`config.mk`:
```
export PLATFORM = sky130hd
export DESIGN_NAME = waveform_generator_flat
export DESIGN_NICKNAME = d
export VERILOG_FILES = /design/src/rtl/waveform_generator_if.sv /design/src/rtl/waveform_generator.sv /design/src/flat_wrapper.sv
export SDC_FILE = /design/constraint.sdc
export NUM_CORES = 1
export LEC_CHECK = 0
export ABC_AREA = 1
export CAP_MARGIN = 20
export CORE_UTILIZATION = 38
export DETAILED_ROUTE_END_ITERATION = 16
export PLACE_DENSITY = 0.67
export SLEW_MARGIN = 20
export SYNTH_ARGS = -nofsm -noshare
export SYNTH_HDL_FRONTEND = slang
export SYNTH_SLANG_ARGS = --single-unit
```
`constraint.sdc`:
```
create_clock -name clk -period 7.97 [get_ports clk]
set_input_delay 1.9925 -clock clk [delete_from_list [all_inputs] [get_ports clk]]
set_output_delay 1.9925 -clock clk [all_outputs]
set_load 0.1 [all_outputs]
```
`src/rtl/waveform_generator_if.sv`:
```
// Control/data bundle for waveform_generator: advance strobe, restart
// pulse, configuration inputs and waveform outputs.
interface waveform_generator_if #(
  parameter int N = 8
);
  logic         ena;
  logic         start;
  logic [1:0]   cfg_mode;
  logic [N-1:0] cfg_lo;
  logic [N-1:0] cfg_hi;
  logic [N-1:0] cfg_step;
  logic [N-1:0] out;
  logic         dir;
  logic         cycle_done;
  logic         err;

  // Controller side: drives strobes/config, observes waveform.
  modport master (
    output ena, start, cfg_mode, cfg_lo, cfg_hi, cfg_step,
    input  out, dir, cycle_done, err
  );

  // Generator side.
  modport slave (
    input  ena, start, cfg_mode, cfg_lo, cfg_hi, cfg_step,
    output out, dir, cycle_done, err
  );
endinterface

```
`src/rtl/waveform_generator.sv`:
```
// Multi-mode waveform generator: sawtooth up/down, triangle or square
// between programmable lo/hi bounds, advanced by an enable strobe.
// Configuration is captured into shadow registers on start only.
module waveform_generator #(
  parameter int N = 8
) (
  input  logic               clk,
  input  logic               rst,
  waveform_generator_if.slave bus
);

  typedef enum logic [1:0] {
    ST_IDLE  = 2'd0,
    ST_UP    = 2'd1,
    ST_DOWN  = 2'd2,
    ST_FAULT = 2'd3
  } state_t;

  typedef enum logic [1:0] {
    MODE_SAW_UP   = 2'd0,
    MODE_SAW_DOWN = 2'd1,
    MODE_TRIANGLE = 2'd2,
    MODE_SQUARE   = 2'd3
  } mode_t;

  localparam logic [N-1:0] ONE = N'(1);

  state_t       r_state;
  mode_t        r_mode;
  logic [N-1:0] r_lo;
  logic [N-1:0] r_hi;
  logic [N-1:0] r_step;
  logic [N-1:0] r_cnt;
  logic [N-1:0] r_out;
  logic         r_dir;
  logic         r_done;
  logic         r_err;

  logic [N:0]   w_out_plus;
  logic [N:0]   w_out_minus;
  logic [N:0]   w_hi_minus;
  logic [N:0]   w_lo_plus;
  logic [N-1:0] w_ramp_up;
  logic [N-1:0] w_ramp_dn;
  logic [N-1:0] w_turn_dn;
  logic [N-1:0] w_turn_up;
  logic [N-1:0] w_sq_last;
  logic         w_at_hi;
  logic         w_at_lo;
  logic         w_sq_wrap;

  // Clamped next-sample candidates; N+1-bit arithmetic so carry/borrow
  // is detected instead of wrapping.
  always_comb begin
    w_out_plus  = {1'b0, r_out} + {1'b0, r_step};
    w_out_minus = {1'b0, r_out} - {1'b0, r_step};
    w_hi_minus  = {1'b0, r_hi}  - {1'b0, r_step};
    w_lo_plus   = {1'b0, r_lo}  + {1'b0, r_step};

    w_ramp_up = (w_out_plus > {1'b0, r_hi}) ? r_hi : w_out_plus[N-1:0];
    w_turn_up = (w_lo_plus  > {1'b0, r_hi}) ? r_hi : w_lo_plus[N-1:0];

    w_ramp_dn = (w_out_minus[N] || (w_out_minus[N-1:0] < r_lo)) ? r_lo : w_out_minus[N-1:0];
    w_turn_dn = (w_hi_minus[N]  || (w_hi_minus[N-1:0]  < r_lo)) ? r_lo : w_hi_minus[N-1:0];

    // A zero half-period behaves as one enabled cycle per phase.
    w_sq_last = (r_step == '0) ? '0 : (r_step - ONE);
    w_sq_wrap = (r_cnt == w_sq_last);

    w_at_hi = (r_out == r_hi);
    w_at_lo = (r_out == r_lo);
  end

  // Waveform state machine: reset, then restart on start, then advance on ena.
  always_ff @(posedge clk) begin
    if (rst) begin
      r_state <= ST_IDLE;
      r_mode  <= MODE_SAW_UP;
      r_lo    <= '0;
      r_hi    <= '0;
      r_step  <= '0;
      r_cnt   <= '0;
      r_out   <= '0;
      r_dir   <= 1'b0;
      r_done  <= 1'b0;
      r_err   <= 1'b0;
    end else if (bus.start) begin
      r_mode <= mode_t'(bus.cfg_mode);
      r_lo   <= bus.cfg_lo;
      r_hi   <= bus.cfg_hi;
      r_step <= bus.cfg_step;
      r_cnt  <= '0;
      r_done <= 1'b0;
      if (bus.cfg_lo >= bus.cfg_hi) begin
        r_err   <= 1'b1;
        r_out   <= bus.cfg_lo;
        r_dir   <= 1'b0;
        r_state <= ST_FAULT;
      end else begin
        r_err <= 1'b0;
        if (mode_t'(bus.cfg_mode) == MODE_SAW_DOWN) begin
          r_out   <= bus.cfg_hi;
          r_dir   <= 1'b1;
          r_state <= ST_DOWN;
        end else begin
          r_out   <= bus.cfg_lo;
          r_dir   <= 1'b0;
          r_state <= ST_UP;
        end
      end
    end else begin
      // Pulse lasts exactly one clock regardless of ena.
      r_done <= 1'b0;
      if (bus.ena) begin
        case (r_state)
          ST_UP: begin
            case (r_mode)
              // Square runs entirely in ST_UP; r_dir carries the phase.
              MODE_SQUARE: begin
                if (w_sq_wrap) begin
                  r_cnt <= '0;
                  if (r_dir) begin
                    r_out  <= r_lo;
                    r_dir  <= 1'b0;
                    r_done <= 1'b1;
                  end else begin
                    r_out <= r_hi;
                    r_dir <= 1'b1;
                  end
                end else begin
                  r_cnt <= r_cnt + ONE;
                end
              end
              MODE_TRIANGLE: begin
                if (w_at_hi) begin
                  r_state <= ST_DOWN;
                  r_dir   <= 1'b1;
                  r_out   <= w_turn_dn;
                end else begin
                  r_out <= w_ramp_up;
                end
              end
              default: begin
                if (w_at_hi) begin
                  r_out  <= r_lo;
                  r_done <= 1'b1;
                end else begin
                  r_out <= w_ramp_up;
                end
              end
            endcase
          end
          ST_DOWN: begin
            if (r_mode == MODE_TRIANGLE) begin
              if (w_at_lo) begin
                r_state <= ST_UP;
                r_dir   <= 1'b0;
                r_out   <= w_turn_up;
                r_done  <= 1'b1;
              end else begin
                r_out <= w_ramp_dn;
              end
            end else begin
              if (w_at_lo) begin
                r_out  <= r_hi;
                r_done <= 1'b1;
              end else begin
                r_out <= w_ramp_dn;
              end
            end
          end
          default: begin
            // IDLE and FAULT hold their outputs.
          end
        endcase
      end
    end
  end

  assign bus.out        = r_out;
  assign bus.dir        = r_dir;
  assign bus.cycle_done = r_done;
  assign bus.err        = r_err;

endmodule
```
`src/flat_wrapper.sv`:
```
// flat-port wrapper written by rule: the top's interface ports become plain ports
module waveform_generator_flat 
#(
  parameter int N = 8
)
  (clk, rst, bus_ena, bus_start, bus_cfg_mode, bus_cfg_lo, bus_cfg_hi, bus_cfg_step, bus_out, bus_dir, bus_cycle_done, bus_err);
  waveform_generator_if #(.N(N)) bus_i ();
  input  logic clk;
  input  logic rst;
  input wire logic [$bits(bus_i.ena)-1:0] bus_ena;
  input wire logic [$bits(bus_i.start)-1:0] bus_start;
  input wire logic [$bits(bus_i.cfg_mode)-1:0] bus_cfg_mode;
  input wire logic [$bits(bus_i.cfg_lo)-1:0] bus_cfg_lo;
  input wire logic [$bits(bus_i.cfg_hi)-1:0] bus_cfg_hi;
  input wire logic [$bits(bus_i.cfg_step)-1:0] bus_cfg_step;
  output wire logic [$bits(bus_i.out)-1:0] bus_out;
  output wire logic [$bits(bus_i.dir)-1:0] bus_dir;
  output wire logic [$bits(bus_i.cycle_done)-1:0] bus_cycle_done;
  output wire logic [$bits(bus_i.err)-1:0] bus_err;
  assign bus_i.ena = bus_ena;
  assign bus_i.start = bus_start;
  assign bus_i.cfg_mode = bus_cfg_mode;
  assign bus_i.cfg_lo = bus_cfg_lo;
  assign bus_i.cfg_hi = bus_cfg_hi;
  assign bus_i.cfg_step = bus_cfg_step;
  assign bus_out = bus_i.out;
  assign bus_dir = bus_i.dir;
  assign bus_cycle_done = bus_i.cycle_done;
  assign bus_err = bus_i.err;
  waveform_generator #(.N(N)) u_core (.clk(clk), .rst(rst), .bus(bus_i));
endmodule
```
Word level (Yosys, flattened, before mapping)
Index checks and enable logic that the tools add are counted.
{"block": "word_totals", "ff_bits": 47, "out_inout_bits": 11}
{"block": "classes", "addsub": 6, "magnitude_cmp": 5, "eq_ne": 15, "mux": 46, "bitwise": 1, "n_reduce_logical": 11}
{"cell": "$mux 8", "n": 17}
{"cell": "$pmux 8 s2", "n": 2}
{"cell": "$eq 8x8->1", "n": 3}
{"cell": "$add 8x8->9", "n": 2}
{"cell": "$gt 9x8->1", "n": 2}
{"cell": "$sub 8x8->9", "n": 2}
{"cell": "$lt 8x8->1", "n": 2}
{"cell": "$mux 2", "n": 8}
{"cell": "$mux 1", "n": 14}
{"cell": "$ne 3x2->1 const B", "n": 4}
{"cell": "$add 8x1->8 const B", "n": 1}
{"cell": "$ge 8x8->1", "n": 1}
{"cell": "$logic_not 8->1", "n": 1}
{"cell": "$ne 4x3->1 const B", "n": 2}
{"cell": "$pmux 1 s2", "n": 4}
{"cell": "$sub 8x1->8 const B", "n": 1}
{"cell": "$reduce_and 7->1", "n": 1}
{"cell": "$eq 2x2->1 const B", "n": 3}
{"cell": "$reduce_and 3->1", "n": 2}
{"cell": "$reduce_and 6->1", "n": 1}
{"cell": "$eq 2x1->1 const B", "n": 2}
{"cell": "$ne 4x2->1 const B", "n": 1}
{"cell": "$pmux 2 s2", "n": 1}
{"cell": "$reduce_bool 3->1", "n": 1}
{"cell": "5 further kinds", "n": 6}

Longest topological paths before layout
{"block": "logic_depth", "depth_word": 9, "mapped_depth": 28}

Least setup slack after synthesis
Ideal clock, no wire load.
{"block": "synth_path", "kind": "register to register", "startpoint": "reg u_core.r_out[0], in the netlist u_core.bus.out[0]", "endpoint": "reg u_core.r_out[5], in the netlist u_core.bus.out[5]", "setup_ns": 0.109, "arrival_ns": 3.579, "t_required_ns": 7.861, "setup_slack_ns": 4.282, "stages_incl_launch_ff": 24, "n_path_buf": 1, "synth_period_minus_slack_ns": 3.688, "path_cell_list": "dfxtp_1 -> inv_1 -> ha_1 -> inv_1 -> fa_1 -> nand3_1 -> nand2_1 -> a21oi_1 -> o21bai_1 -> xor2_1 -> inv_1 -> ha_1 -> nand2_1 -> nor2_1 -> nand2_1 -> o211ai_1 -> nand2_1 -> buf_2 -> o21ai_0 -> nand3_1 -> nand2_1 -> nand3_1 -> nand2_1 -> inv_1"}
{"block": "synth_via", "elab_chain_len": 9, "word_cells_on_any_way": 18, "classes_between": "add/sub: 2; order compare: 2; eq/ne: 2; mux: 11; reduce/logical: 1"}
{"item": "start: declaration", "line": "waveform_generator.sv:34", "source": "logic [N-1:0] r_out;"}
{"item": "start signal: assignment", "line": "waveform_generator.sv:96", "source": "r_out <= bus.cfg_lo;"}
{"item": "start signal: assignment", "line": "waveform_generator.sv:102", "source": "r_out <= bus.cfg_hi;"}
{"item": "start signal: assignment", "line": "waveform_generator.sv:106", "source": "r_out <= bus.cfg_lo;"}
{"item": "parallel branches: the longest is 6 deep, another holds $add 8x8->9"}
{"item": "$pmux 8 s2 *", "line": "waveform_generator.sv:115", "source": "case (r_state)"}
{"item": "$mux 8 *", "line": "waveform_generator.sv:114", "source": "if (bus.ena) begin"}
{"item": "$mux 8 *", "line": "waveform_generator.sv:87", "source": "end else if (bus.start) begin"}
Mark *: on every way between the ends. The select of a mux whose other input is x is not followed.
A chain may end at the register's enable or synchronous reset.

Worst setup path after layout
{"block": "layout_path", "startpoint": "reg u_core.r_out[1], in the netlist u_core.bus.out[1]", "endpoint": "out bus_out[1]"}
{"item": "end: declaration", "line": "flat_wrapper.sv:16", "source": "output wire logic [$bits(bus_i.out)-1:0] bus_out;"}
No word-level cell between the ends.

==> run_results.csv <==
group,metric,value,unit
worst_setup_path,cpPeakStageDelay,1.24,ns
sta,timing.final.ws_setup,3.75,ns
global_route,grt_pass1_wl,32700,µm
worst_hold_path,hold_depth,2,
worst_setup_path,cp_data_arrival_time,2.23,ns
place,port_buffers,40,
clocking,postCtsSetupBuffers,0,
clocking,hold_buffers,0,
synthesis,yosys-top-cells-area,"dfxtp_1, ha_1, nand2_1",
floorplanning,dieArea,15800,µm²
floorplanning,dieHeight,126,µm
worst_hold_path,hold_end,"u_core.bus.err",
synthesis,async_flop_share,0,
sta,setup_viol_count_final,0,
synthesis,synth_top_area_cell,"dfxtp_1",
clocking,clock_sinks,47,
synthesis,synth_nets,1034,
power_and_ir_drop,peakVddDrop,101,µV
synthesis,syn_inst,926,
sta,fin_skew,0.00785,ns
worst_setup_path,cp_max_fo,9,
worst_hold_path,hold_path.class,"reg2reg",
synthesis,synth_flop_cell,"dfxtp_1",
synthesis,yosysUniqueCellTypes,51,
synthesis,synth_edf_count,0,
clocking,htree_levels,2,
final_layout,drive_gt1_frac,0.0543,
global_route,grt_pass1_vias,5889,
worst_setup_path,worstSetupPathType,"reg2out",
sta,fmax,237,MHz
run_status,status,"complete, no violations",
clocking,insertion_delay,0.30,ns
synthesis,avgSynthCellArea,6.28,µm²
worst_setup_path,r2r_slack,3.79,ns
sta,fin_crit_sh,0.530,
detailed_routing,drc,0,
synthesis,yosys_warnings,0,
synthesis,yosysSeqAreaShare,0.162,
run,max_cap_violations,0,
worst_setup_path,end_kind,"output pin",
sta,setup_tns,0,ns
detailed_routing,wl_per_cell,18.2,µm
floorplanning,chipWidth,126,µm
clocking,cts_tree,"done",
worst_setup_path,path_buf_inv,1,
floorplanning,initial_core_util,0.394,
sta,fin_crit,4.22,ns
clocking,numCtsBuffers,5,
detailed_routing,drtAntennaViolNets,0,
floorplanning,io_pins,41,
clocking,cts_root_buf,"clkbuf_16",
worst_setup_path,critPathTopFamily,"buffers and inverters",
sta,worst_pin_slew,0.978,ns
global_route,grt_max_degree,35,
global_route,groute.usage.overall,0.268,
global_route,antenna_found_initial,0,
detailed_routing,wirelength,20700,µm
detailed_routing,drt_iter0_drc,579,
worst_setup_path,cp.required,5.98,ns
final_layout,syn_to_final_growth,12.1,%
power_and_ir_drop,p_leak,3.33,nW
worst_setup_path,critPathLaunchType,"flip-flop",
synthesis,yosys_register_bits,47,
global_route,grt.overflow.total,0,
power_and_ir_drop,power_density,226,nW/µm²
worst_hold_path,hold_path.startpoint,"u_core.bus.err",
clocking,clock_path_buffers,2,
final_layout,antenna_cells,0,
sta,slew_violations,0,
place,pre_cts_slack,3.55,ns
place,dp_hpwl,16500,µm
detailed_routing,vias,6301,
worst_setup_path,crit_path_top_delay_cell,"clkdlybuf4s50_1",
worst_setup_path,r2r_end,"u_core.bus.out[5]",
sta,maxSlewHeadroom,0.346,
floorplanning,row_count,44,
sta,rsz0062_at_grt,"no",
final_layout,nNetsFinal,1064,
clocking,cts.clk_slew.worst_paths,0.07,ns
worst_setup_path,worstReg2RegStart,"u_core.r_step[3]",
synthesis,synth_area,5820,µm²
worst_setup_path,path_cells,"clkdlybuf4s50_1",
sta,final-hold-violation-count,0,
detailed_routing,drt_pass1_iterations,5,
floorplanning,coreArea,14800,µm²
worst_setup_path,reg2reg_depth,20,
detailed_routing,vias_per_cell,5.52,
place,globalplace.congestion,1.06,
clocking,cts_resized,0,
synthesis,yosysTopAreaCellShare,0.162,
area by class of cell:
| cell class | count | area (µm²) |
|---|---|---|
| flip-flops and latches | 47 | 941 |
| repair buffers | 41 | 408 |
| clock inverters | 3 | 27.5 |
| inverters | 151 | 569 |
| well taps | 184 | 230 |
| fillers | 1602 | 8230 |
| clock buffers | 5 | 125 |
| multi-input cells | 710 | 4220 |
flip-flops by register name, summed over array words and instances, names as in the netlist:
| signal | count |
|---|---|
| u_core.r_mode | 2 |
| u_core.r_step | 8 |
| u_core.bus.err | 1 |
| u_core.bus.out | 8 |
| u_core.bus.dir | 1 |
| u_core.bus.cycle_done | 1 |
| u_core.r_cnt | 8 |
| u_core.r_lo | 8 |
| u_core.r_state | 2 |
| u_core.r_hi | 8 |
cells by family (layout without fill, tap and decap cells):
family,count (synthesis),in the layout,share of synthesized area
buffers and inverters,169,200,0.113
adders and majority gates,78,78,0.173
AOI/OAI and AO/OA,172,172,0.169
xor gates and xnor gates,27,27,0.0419
and+or+nand+nor,432,432,0.339
DFF,47,47,0.162
muxes,1,1,0.00194
Yosys cell counts (3+ instances only):
library cell and count:
nand2_4 5, inv_1 142, nor3_2 4, buf_2 4, nor2_1 52, xor2_1 22
o21ai_1 4, nand2_1 233, xnor2_1 4, a21oi_1 76, nand3_1 83, a22oi_1 6
o21bai_1 3, ha_1 74, clkbuf_1 10, a31oi_1 4, o21ai_0 48, o211ai_1 12
inv_2 8, nor3_1 6, nand4_1 23, nand2_2 6, dfxtp_1 47, fa_1 4
nand3_2 3, o22ai_1 3, nor2_4 5, nand3b_1 6
power by group:
part           internal (mW)  switching (mW)
logic                  0.304           0.632
registers              0.257          0.0580
clock network          0.120           0.104
total                  0.680           0.793
worst max-delay path by stage:
stage                            startpoint                 to  depth (start not counted)
after floorplan           u_core.bus.out[0]  u_core.bus.out[5]                         23
after global placement            bus_start     u_core.bus.dir                         10
after detailed placement      bus_cfg_hi[7]  u_core.bus.out[5]                         15
after CTS                 u_core.bus.out[1]         bus_out[1]                          1
after global routing       u_core.r_step[1]  u_core.bus.out[5]                         21
final                     u_core.bus.out[1]         bus_out[1]                          1
stage by stage:
stage	instances	cell area (µm²)	total power, mW	hold WS (ns)	util
2_1_floorplan	926	5820	0.982	0.491	-
3_3_place_gp	1133	6370	1.22	0.476	0.432
3_5_place_dp	1133	6370	1.22	0.478	0.432
4_1_cts	1141	6520	1.45	0.504	0.442
5_1_grt	1141	6520	1.59	0.530	0.442
6_report	1141	6520	1.47	0.496	0.442
layer usage:
| layer | routed length (µm) | track usage |
|---|---|---|
| met5 | 0 | 0 |
| met4 | 999 | 0.137 |
| met3 | 1610 | 0.0357 |
| met2 | 8980 | 0.412 |
| met1 | 9130 | 0.365 |
cell usage in the layout (no fill, tap or decap), types with 8 or more instances in the layout:
master           synthesis  layout
clkdlybuf4s50_1          0      40
inv_1                  142     142
nand3_1                 83      83
ha_1                    74      74
o21ai_0                 48      48
nor2_1                  52      52
dfxtp_1                 47      47
nand2_1                233     233
xor2_1                  22      22
inv_2                    8       8
o211ai_1                12      12
a21oi_1                 76      76
nand4_1                 23      23
No activity file was read; power rests on OpenSTA's default activity.
